<file path="src/rtl/wb_arbiter_pkg.sv">
// Shared types and constants for the two-master Wishbone arbiter.
package wb_arbiter_pkg;

  // Width of the outstanding-request counter; holds up to 15 in flight.
  localparam int CNT_W = 4;

  typedef enum logic [1:0] {
    IDLE   = 2'd0,
    GRANT0 = 2'd1,
    GRANT1 = 2'd2
  } state_t;

endpackage

</file>
<file path="src/rtl/wb_arbiter2.sv">
// Two-master, one-slave pipelined Wishbone arbiter with round-robin grant
// between bus cycles and a bounded number of requests in flight.
//
// state  | meaning
// -------+--------------------------------------------------------------
// IDLE   | no owner; slave idle, both masters stalled, guard for late acks
// GRANT0 | master 0 (instruction fetch) owns the slave
// GRANT1 | master 1 (data) owns the slave
module wb_arbiter2
  import wb_arbiter_pkg::*;
#(
  parameter int max_outstanding = 4
) (
  input  logic        clk,
  input  logic        rst,
  // master 0
  input  logic        m0_cyc,
  input  logic        m0_stb,
  input  logic        m0_we,
  input  logic [31:0] m0_adr,
  input  logic [3:0]  m0_sel,
  input  logic [31:0] m0_wdata,
  output logic [31:0] m0_rdata,
  output logic        m0_ack,
  output logic        m0_err,
  output logic        m0_stall,
  // master 1
  input  logic        m1_cyc,
  input  logic        m1_stb,
  input  logic        m1_we,
  input  logic [31:0] m1_adr,
  input  logic [3:0]  m1_sel,
  input  logic [31:0] m1_wdata,
  output logic [31:0] m1_rdata,
  output logic        m1_ack,
  output logic        m1_err,
  output logic        m1_stall,
  // shared slave
  output logic        s_cyc,
  output logic        s_stb,
  output logic        s_we,
  output logic [31:0] s_adr,
  output logic [3:0]  s_sel,
  output logic [31:0] s_wdata,
  input  logic [31:0] s_rdata,
  input  logic        s_ack,
  input  logic        s_err,
  input  logic        s_stall
);

  localparam logic [CNT_W-1:0] CNT_MAX = CNT_W'(max_outstanding);

  state_t           state, state_nxt;
  logic             last_grant, last_grant_nxt;
  logic [CNT_W-1:0] cnt;
  logic             granted, owner_cyc, full, abandon, accept, retire;

  assign granted   = (state == GRANT0) || (state == GRANT1);
  assign owner_cyc = (state == GRANT1) ? m1_cyc : m0_cyc;
  assign full      = (cnt == CNT_MAX);
  // Owner walked away with requests still in flight; their acks go nowhere.
  assign abandon   = granted && !owner_cyc && (cnt != '0);
  assign accept    = s_stb && !s_stall;
  assign retire    = s_ack || s_err;

  // Read data is shared; each master qualifies it with its own ack.
  assign m0_rdata = s_rdata;
  assign m1_rdata = s_rdata;

  // State register and round-robin history.
  always_ff @(posedge clk or posedge rst) begin
    if (rst) begin
      state      <= IDLE;
      last_grant <= 1'b1;
    end else begin
      state      <= state_nxt;
      last_grant <= last_grant_nxt;
    end
  end

  // Next state: grant only from IDLE, release as soon as the owner drops cyc.
  always_comb begin
    state_nxt      = state;
    last_grant_nxt = last_grant;
    case (state)
      IDLE: begin
        if (m0_cyc && (!m1_cyc || last_grant)) begin
          state_nxt      = GRANT0;
          last_grant_nxt = 1'b0;
        end else if (m1_cyc) begin
          state_nxt      = GRANT1;
          last_grant_nxt = 1'b1;
        end
      end
      GRANT0:  if (!m0_cyc) state_nxt = IDLE;
      GRANT1:  if (!m1_cyc) state_nxt = IDLE;
      default: state_nxt = IDLE;
    endcase
  end

  // Forward muxes: owner drives the slave, the other master is held off.
  always_comb begin
    s_cyc    = 1'b0;
    s_stb    = 1'b0;
    s_we     = 1'b0;
    s_adr    = '0;
    s_sel    = '0;
    s_wdata  = '0;
    m0_ack   = 1'b0;
    m0_err   = 1'b0;
    m0_stall = 1'b1;
    m1_ack   = 1'b0;
    m1_err   = 1'b0;
    m1_stall = 1'b1;
    case (state)
      GRANT0: begin
        s_cyc    = m0_cyc;
        s_stb    = m0_cyc && m0_stb && !full;
        s_we     = m0_we;
        s_adr    = m0_adr;
        s_sel    = m0_sel;
        s_wdata  = m0_wdata;
        m0_stall = s_stall || full;
        m0_ack   = s_ack && !abandon;
        m0_err   = s_err && !abandon;
      end
      GRANT1: begin
        s_cyc    = m1_cyc;
        s_stb    = m1_cyc && m1_stb && !full;
        s_we     = m1_we;
        s_adr    = m1_adr;
        s_sel    = m1_sel;
        s_wdata  = m1_wdata;
        m1_stall = s_stall || full;
        m1_ack   = s_ack && !abandon;
        m1_err   = s_err && !abandon;
      end
      default: ;
    endcase
  end

  // Outstanding-request counter; saturates at zero on a stray retire.
  always_ff @(posedge clk or posedge rst) begin
    if (rst) begin
      cnt <= '0;
    end else if (abandon) begin
      cnt <= '0;
    end else if (accept && !retire) begin
      cnt <= cnt + CNT_W'(1);
    end else if (retire && !accept && (cnt != '0)) begin
      cnt <= cnt - CNT_W'(1);
    end
  end

  // A retire while the owner has nothing outstanding is a slave protocol error.
  a_no_stray_retire : assert property (@(posedge clk) disable iff (rst)
    (granted && !abandon && retire) |-> (cnt != '0));

endmodule

</file>
<file path="config.mk">
export PLATFORM = sky130hd
export DESIGN_NAME = wb_arbiter2
export DESIGN_NICKNAME = d
export VERILOG_FILES = /design/src/rtl/wb_arbiter_pkg.sv /design/src/rtl/wb_arbiter2.sv
export SDC_FILE = /design/constraint.sdc
export NUM_CORES = 1
export LEC_CHECK = 0
export CAP_MARGIN = 20
export CORE_AREA = 2 2 126 128
export CTS_CLUSTER_SIZE = 10
export DETAILED_ROUTE_END_ITERATION = 16
export DIE_AREA = 0 0 128 130
export DONT_BUFFER_PORTS = 1
export PLACE_DENSITY_LB_ADDON = 0.08
export SLEW_MARGIN = 20
export SYNTH_ARGS = -nofsm -noshare
export SYNTH_HDL_FRONTEND = slang
export SYNTH_SLANG_ARGS = --single-unit
</file>
<file path="constraint.sdc">
create_clock -name clk -period 7.5 [get_ports clk]
set_input_delay 1.125 -clock clk [delete_from_list [all_inputs] [get_ports clk]]
set_output_delay 1.125 -clock clk [all_outputs]
set_load 0.03 [all_outputs]
</file>
# Word-level counts from Yosys, hierarchy flattened
# Index checks and enable logic that the tools add are counted.
[totals]
register_bits = 7
input_bits = 179
wordCells = 64
[op_classes]
addsub = 2
eq_ne = 6
muxes = 23
reduce_logical = 30
[ops]
columns = ["cell", "count"]
rows = [
  ["one-hot mux 32 bit (2 select lines)", 2],
  ["logical AND 1 bit", 13],
  ["2-to-1 mux 4 bit", 3],
  ["2-to-1 mux 1 bit", 9],
  ["2-to-1 mux 2 bit", 4],
  ["one-hot mux 4 bit (2 select lines)", 1],
  ["logical NOT 1 bit", 7],
  ["one-hot mux 1 bit (2 select lines)", 3],
  ["one-hot mux 2 bit (3 select lines)", 1],
  ["adder 4 x 1 -> 4 bit, second input constant", 1],
  ["equality test 4 x 3 -> 1 bit, second input constant", 1],
  ["logical OR 1 bit", 4],
  ["inequality test 2 bit, second input constant", 2],
  ["nonzero test 4 bit", 1],
  ["subtractor 4 x 1 -> 4 bit, second input constant", 1],
  ["inequality test 3 bit, second input constant", 1],
  ["AND reduction 3 bit", 1],
  ["nonzero test 3 bit", 1],
  ["equality test 2 x 1 -> 1 bit, second input constant", 1],
  ["equality test 2 bit, second input constant", 1],
  ["logical NOT 2 bit", 1],
  ["AND reduction 2 bit", 1],
  ["nonzero test 2 bit", 1],
]

# Longest topological paths before layout
# Gate-level depths: netlist (run 1).
[depth]
ltp_word = 11
ltp_mapped = 10
ltp_nobuf = 10

# Least setup slack after synthesis (run 1)
# OpenSTA, ideal clock, no wires.
[synth_timing]
kind = "input -> output"
startpoint = "in m0_stb"
endpoint = "out s_stb"
arrival_ns = 1.850
path_slack_ns = 4.525
stages = 3
path_buffers = 0
cell_sequence = "and4b_1 > a41oi_1 > nor2_1"
[synth_via]
elab_chain_cells = 3
[synth_lines]
columns = ["element", "line", "source"]
rows = [
  ["start: declaration", "wb_arbiter2.sv:18", "input logic m0_stb,"],
  ["logical AND 1 bit (2 in a row)", "wb_arbiter2.sv:118", "s_stb = m0_cyc && m0_stb && !full;"],
  ["one-hot mux 1 bit (2 select lines)", "wb_arbiter2.sv:115", "case (state)"],
  ["end: declaration", "wb_arbiter2.sv:40", "output logic s_stb,"],
]
# Every way passes these cells.

# Final worst setup path (run 1)
[layout_timing]
startpoint = "reg state[0]"
endpoint = "out s_adr[12]"
[layout_via]
elab_chain_cells = 2
[layout_lines]
columns = ["element", "line", "source"]
rows = [
  ["start: declaration", "wb_arbiter2.sv:53", "state_t state, state_nxt;"],
  ["start signal: assignment", "wb_arbiter2.sv:76", "state <= state_nxt;"],
  ["equality test 2 bit / equality test 2 x 1 -> 1 bit (equally long branches)", "wb_arbiter2.sv:115", ""],
  ["one-hot mux 32 bit (2 select lines) (*)", "wb_arbiter2.sv:115", ""],
  ["end: declaration", "wb_arbiter2.sv:42", "output logic [31:0] s_adr,"],
]
# Every way passes the cells marked *; elsewhere a longest branch is shown, timed or not.

==> metrics.md, run 1 <==
| Metric | Value |
|---|---|
| Syn-to-layout area delta | `-9.93%` |
| Post-synthesis xor/xnor area fraction | `0.395%` |
| Post-Route WL | `about 7900 um` |
| GRT Util Overall | `7.95%` |
| Die ar. | `16600 um^2` |
| Proportion of layout cells with a drive suffix above 1 | `10.1%` |
| 1st-iter DRT viols | `69` |
| Fin Setup TNS | `0 ns` |
| Post-Synth Adder-Cell Area | `under 10%` |
| CTS H-tree lvls | `1` |
| FMAX | `~260 MHz` |
| Final Cycle Share | `between 50% and 60%` |
| Clock transition at path regs | `0.03 ns` |
| Maxcap violations | `0` |
| Switch share | `between 50% and 60%` |
| HPWL after DPL | `roughly 6000 um` |
| Cell count of the worst reg-to-reg path | `10` |
| # IOs | `320` |
| PostCTS Resize Cnt | `0` |
| Slew of the pin with the lowest slew margin | `0.738 ns` |
| R2R Setup Slk | `4.45 ns` |
| # DRC | `0` |
| Clk root buf | `clkbuf_16` |
| Worst skew pair latency | `~0.23 ns` |
| Post-synthesis compound-gate area fraction | `30.9%` |
| Largest family of logic cells by synthesized area | `compound AO/OA/AOI/OAI gates` |
| Total gr overflow | `0` |
| Min-Delay Endpoint | `last_grant$_DFFE_PP1P_` |
| Setup bufs post-CTS | `0` |
| Initial antenna violation count | `0` |
| Synth Flop Type | `dfrtp_1` |
| Minimum clock period | `3.81 ns` |
| Worst Hold Class | `register to register` |
| WHS Path Cells | `2` |
| Area of the multi-input gates | `~1500 um^2` |
| RSZ-0062 raised after global routing | `no` |
| Vias post-DR | `1906` |
| Worst Path Buf+Inv | `2` |
| Number of synthesized flops with an enable pin | `0` |
| Hold path startpoint | `last_grant$_DFFE_PP1P_` |
| Seq pwr share | `8.2%` |
| Reg-to-reg endpoint | `cnt[3]$_DFFE_PP0P_` |
| Setup crit start kind | `register` |
| Mean Syn Cell Area | `7.39 um^2` |
| Synth Area in Simple Gates | `about 28%` |
| Largest fanout on the critical path | `46` |
| Clk pwr share | `9.0%` |
| Finished Core Util | `12.9%` |
| Die height | `130 um` |
| WL/cell | `19.3 um` |
| Setup CP Type | `register to output pin` |
| Final WS setup | `3.69 ns` |
| Via density | `between 4 and 5` |
| # hold bufs at CTS | `0` |
| CP max-delay cell | `ha_2` |
| Die width | `128 um` |
| Crit. End Element | `output pin` |
| Final setup fails | `0` |
| # clock sinks | `7` |
| Port Buffers | `0` |
| Critical path's top delay family | `buffers and inverters` |
| Synth area leaders | `a22oi_1, buf_4, nor2b_1` |
| Pleak | `0.549 nW` |
| Worst EP arrival | `approximately 2.7 ns` |
| CP Data Required Time | `6.38 ns` |
| Core ar. | `15400 um^2` |
| Post-synth top cells | `a22oi_1, nor2b_1, buf_4` |
| Slowest stage delay, CP | `0.61 ns` |
| Site row count | `46` |
| Final Hold Vio Count | `0` |
| Starting Density | `14.4%` |
| Seq/Total Area, Yosys | `7.96%` |
| Mux cell area share after synthesis | `1.92%` |
| FF/Latch Area | `176 um^2` |
| Gate power share | `82.8%` |
| PD cells | `between 500 and 600 nW/um^2` |
| DRT antenna net count | `0` |
| Max_slew headroom | `~51%` |
| Largest net degree at the start of global routing | `76` |
| Clk buf depth | `2` |
| Hold_ws | `0.526 ns` |
| Synth top area share | `between 20% and 30%` |
| Largest area contributor in the synthesized netlist | `a22oi_1` |
| Place WS | `3.85 ns` |
| Yosys reg bits | `7` |
| Global placer's final weighted congestion | `0.615` |
| Global-route wire length before repair | `10200 um` |
| Fin. max-slew vios | `0` |
| TritonCTS Buffers | `3` |
| Switching pwr | `~0.0006 W` |
| Worst VDD drop | `0.161 mV` |
| Synth Net Count | `486` |
| CTS tree | `built` |
| Setup Skew | `between 0.0015 and 0.002 ns` |
| Worst reg2reg path startpoint | `state[0]$_DFFE_PP0P_` |
| Cell-internal power | `between 0.0003 and 0.0004 W` |
| Post-Synthesis Cell Area | `2220 um^2` |
| Status | `complete, no violations` |
| YS warnings | `0` |
| Crit path cell chain | `inv_1, ha_2, buf_4, a22oi_1, nor2b_1` |
| First-pass iteration count of the detailed router | `4` |
| Unique masters post-synth | `between 40 and 50` |
| Number of global-route vias before repair | `1758` |
| Synth Instances | `300` |
| Antenna Diode Count | `0` |
| Fillers | `1771` |
| Post-synth ARST share | `100%` |
| # nets final | `roughly 410` |
power groups by stage:
stage               Sequential [W]  Clock (W)  Combinational (W)
floorplan                0.0000737          0           0.000773
detailed placement       0.0000829          0           0.000836
global placement         0.0000842          0           0.000836
finish                   0.0000819  0.0000902           0.000827
CTS                      0.0000829  0.0000934           0.000837
global route             0.0000846  0.0000950           0.000900
metrics by stage:
stage          power [W]  instances  area, um^2
2_1_floorplan   0.000847        300        2220
3_3_place_gp    0.000920        406        1910
3_5_place_dp    0.000919        406        1910
4_1_cts          0.00101        410        1990
5_1_grt          0.00108        410        2000
6_report        0.000999        410        2000
registers in the layout, indices dropped and copies added, names as in the netlist:
signal      flops
last_grant      1
state           2
cnt             4
final cells by class:
class	instances	share of cell area (%)
multi-input cells	198	73.1
well taps	192	12.0
flip-flops and latches	7	8.83
clock buffers	4	3.95
inverters	7	1.32
repair buffers	2	0.752
cell families (layout without fill, tap and decap cells):
logic type | count (synthesis) | after routing
DFF | 7 | 7
adders and majority gates | 7 | 7
xor gates and xnor gates | 1 | 1
buffers and inverters | 95 | 13
and+or+nand+nor | 97 | 97
AOI/OAI and AO/OA | 90 | 90
muxes | 3 | 3
per-layer routing:
layer / routed length, um / GRT usage, %
met1: 3070 / 9.09
met2: 4140 / 14.6
met3: 497 / 1.52
met4: 188 / 3.10
met5: 0 / 0
worst max-delay path by stage:
stage	to	depth (start not counted)	slack, ns	startpoint
2_1_floorplan	s_stb	3	4.52	m0_stb
3_3_place_gp	s_stb	5	3.88	state[0]$_DFFE_PP0P_
3_5_place_dp	s_stb	5	3.85	state[1]$_DFFE_PP0P_
4_1_cts	s_stb	5	3.59	state[1]$_DFFE_PP0P_
5_1_grt	s_adr[12]	5	3.51	state[0]$_DFFE_PP0P_
6_report	s_adr[12]	5	3.69	state[0]$_DFFE_PP0P_
placed cells by master, fill, tap and decap left out, drive strengths merged:
cell    netlist  final
a21o          1      1
a21oi         7      7
a22oi        70     70
a31oi         2      2
a41o          2      2
a41oi         2      2
and3          5      5
and4b         1      1
buf          71      2
clkbuf       17      4
dfrtp         6      6
dfstp         1      1
fa            1      1
ha            6      6
inv           7      7
mux2i         3      3
nand2         6      6
nand2b        2      2
nand3         2      2
nand4         1      1
nor2          3      3
nor2b        70     70
nor3          3      3
nor4b         1      1
o211ai        1      1
o21a          1      1
o21ai         2      2
o21bai        1      1
o31ai         1      1
or2           2      2
or4           1      1
xnor2         1      1
tightest hold or removal path, delay by kind of cell (launching register included):
family / cells / cell delay (ns)
AO/OA/AOI/OAI: 2 / 0.16
flip-flops: 1 / 0.36
(Power assumes the default switching activity.)
==> run 2: changes to the inputs <==
Clock period 7.5 ns to 3.68 ns, I/O delays scaled along.
==> run 2 against run 1 <==
Net effect: setup slack worse by 2.9 ns; global-route usage down 0.22 points; die area unchanged; cell count increased by 0.24%; clock power increased by 110%; critical path depth unchanged; highest routed layer unchanged.
==> metrics.md, run 2 (same netlist as run 1, synthesis figures left out) <==
| Metric | Value |
|---|---|
| Die height | `around 130 um` |
| FMAX | `345 MHz` |
| DRT antenna net count | `0` |
| Biggest register | `cnt` |
| Antenna Diode Count | `0` |
| Critical path endpoint | `s_stb` |
| Maxcap violations | `0` |
| # clock sinks | `7` |
| CTS H-tree lvls | `1` |
| Fin. max-slew vios | `0` |
| Final setup fails | `0` |
| Slew of the pin with the lowest slew margin | `~0.65 ns` |
| Final Hold Vio Count | `0` |
| Reg-to-reg endpoint | `cnt[3]$_DFFE_PP0P_` |
| Syn-to-layout area delta | `-8.92%` |
| Site row count | `46` |
| Crit. End Element | `output pin` |
| # nets final | `406` |
| Max_slew headroom | `56.6%` |
| Core ar. | `15400 um^2` |
| Fin Setup TNS | `0 ns` |
| Total gr overflow | `0` |
| Setup Skew | `approximately 0.00065 ns` |
| Setup CP Type | `register to output pin` |
| First-pass iteration count of the detailed router | `4` |
| Status | `complete, no violations` |
| CTS tree | `built` |
| Regs by FF count | `cnt (4), state (2), last_grant (1)` |
| Worst VDD drop | `0.236 mV` |
| Port Buffers | `0` |
| Post-Route WL | `~7700 um` |
| Pleak | `0.559 nW` |
| Gate power share | `82.7%` |
| Switch share | `59.7%` |
| Die width | `approximately 130 um` |
| CP Launch Point | `state[0]$_DFFE_PP0P_` |
| Commonest cells after routing, fill and taps aside | `a22oi_1, nor2b_1, inv_1, dfrtp_1` |
| Worst reg2reg path startpoint | `state[0]$_DFFE_PP0P_` |
| Cell count of the worst reg-to-reg path | `10` |
| Global-route wire length before repair | `9870 um` |
| Seq pwr share | `8.1%` |
| CP Data Required Time | `3.13 ns` |
| TritonCTS Buffers | `3` |
| Clock transition at path regs | `0.04 ns` |
| HPWL after DPL | `6190 um` |
| Worst EP arrival | `2.35 ns` |
| Number of global-route vias before repair | `between 1.5k and 2k` |
| Clk root buf | `clkbuf_16` |
| Worst Hold Class | `primary input to async pin` |
| Max reg flops | `4` |
| RSZ-0062 raised after global routing | `no` |
| Fillers | `1775` |
| Placed cell count | `407` |
| Switching pwr | `around 0.0012 W` |
| # hold bufs at CTS | `0` |
| Largest net degree at the start of global routing | `68` |
| Vias post-DR | `between 1.5k and 2k` |
| PD cells | `1010 nW/um^2` |
| Final Cycle Share | `approximately four fifths` |
| Via density | `between 4 and 5` |
| Die ar. | `16600 um^2` |
| Clk buf depth | `2` |
| Cell-internal power | `0.000822 W` |
| PostCTS Resize Cnt | `0` |
| Starting Density | `14.4%` |
| Setup crit start kind | `register` |
| Global placer's final weighted congestion | `0.682` |
| # DRC | `0` |
| R2R Setup Slk | `about 0.91 ns` |
| Post-Layout Cell Count | `411` |
| WL/cell | `18.7 um` |
| 1st-iter DRT viols | `just under 70` |
| Minimum clock period | `2.90 ns` |
| Setup bufs post-CTS | `0` |
| Largest fanout on the critical path | `67` |
| Proportion of layout cells with a drive suffix above 1 | `10.5%` |
| GRT Util Overall | `7.72%` |
| # IOs | `320` |
| Initial antenna violation count | `0` |
| Worst skew pair latency | `about 0.23 ns` |
| Clk pwr share | `a little under a tenth` |
-- run 2: cell types whose count changed in the layout (fill, tap and decap cells not counted) --
cell / before / now
buf_4: 2 / 1
buf_12: 0 / 2
ha_4: 1 / 0
ha_2: 2 / 3
-- run 2: how the worst min path moves through the flow --
stage	to	slack (ns)	cells past startpoint
finish	cnt[0]$_DFFE_PP0P_	0.16	1
global route	cnt[0]$_DFFE_PP0P_	0.18	1
CTS	cnt[1]$_DFFE_PP0P_	0.18	1
detailed placement	cnt[2]$_DFFE_PP0P_	0.43	1
global placement	cnt[2]$_DFFE_PP0P_	0.43	1
floorplan	cnt[0]$_DFFE_PP0P_	0.35	1
-- run 2: critical path, cell delays in order, from the launching register on --
cell and delay, ns:
dfrtp_1 0.37, inv_1 0.09, ha_2 0.42, buf_4 0.46, a41oi_1 0.27, nor2_1 0.49
-- run 2: stage by stage --
stage	instance area, um^2	power [W]	util [%]	worst slack [ns]	hold slack [ns]
5_1_grt	2020	0.00222	13.1	0.518	0.180
4_1_cts	2020	0.00209	13.1	0.668	0.182
3_5_place_dp	1940	0.00189	12.6	0.882	0.430
2_1_floorplan	2220	0.00173	-	1.25	0.355
3_3_place_gp	1940	0.00190	12.6	0.916	0.434
6_report	2020	0.00204	13.1	0.781	0.164
-- run 2: layout make-up --
type	instances	area (um^2)	share of cell area, %
multi-input combinational	198	1450	71.8
sequential	7	176	8.74
timing repair buffer	3	47.5	2.35
clock buffer	4	78.8	3.90
tap	192	240	11.9
inverter	7	26.3	1.30
-- run 2: power groups by stage --
stage | registers (W) | logic [W] | clock network, W
finish | 0.000166 | 0.00169 | 0.000187
detailed placement | 0.000169 | 0.00172 | 0
global placement | 0.000170 | 0.00173 | 0
global route | 0.000176 | 0.00184 | 0.000199
floorplan | 0.000150 | 0.00158 | 0
CTS | 0.000169 | 0.00172 | 0.000193
-- run 2: routing by layer --
layer  GRT usage (%)  share of wire, %  vias up
met5               0                 0        -
met4            3.30               2.4        0
met3            1.31               6.5       20
met2            14.5                53      127
met1            8.58                38      872
li1                -                 -      840
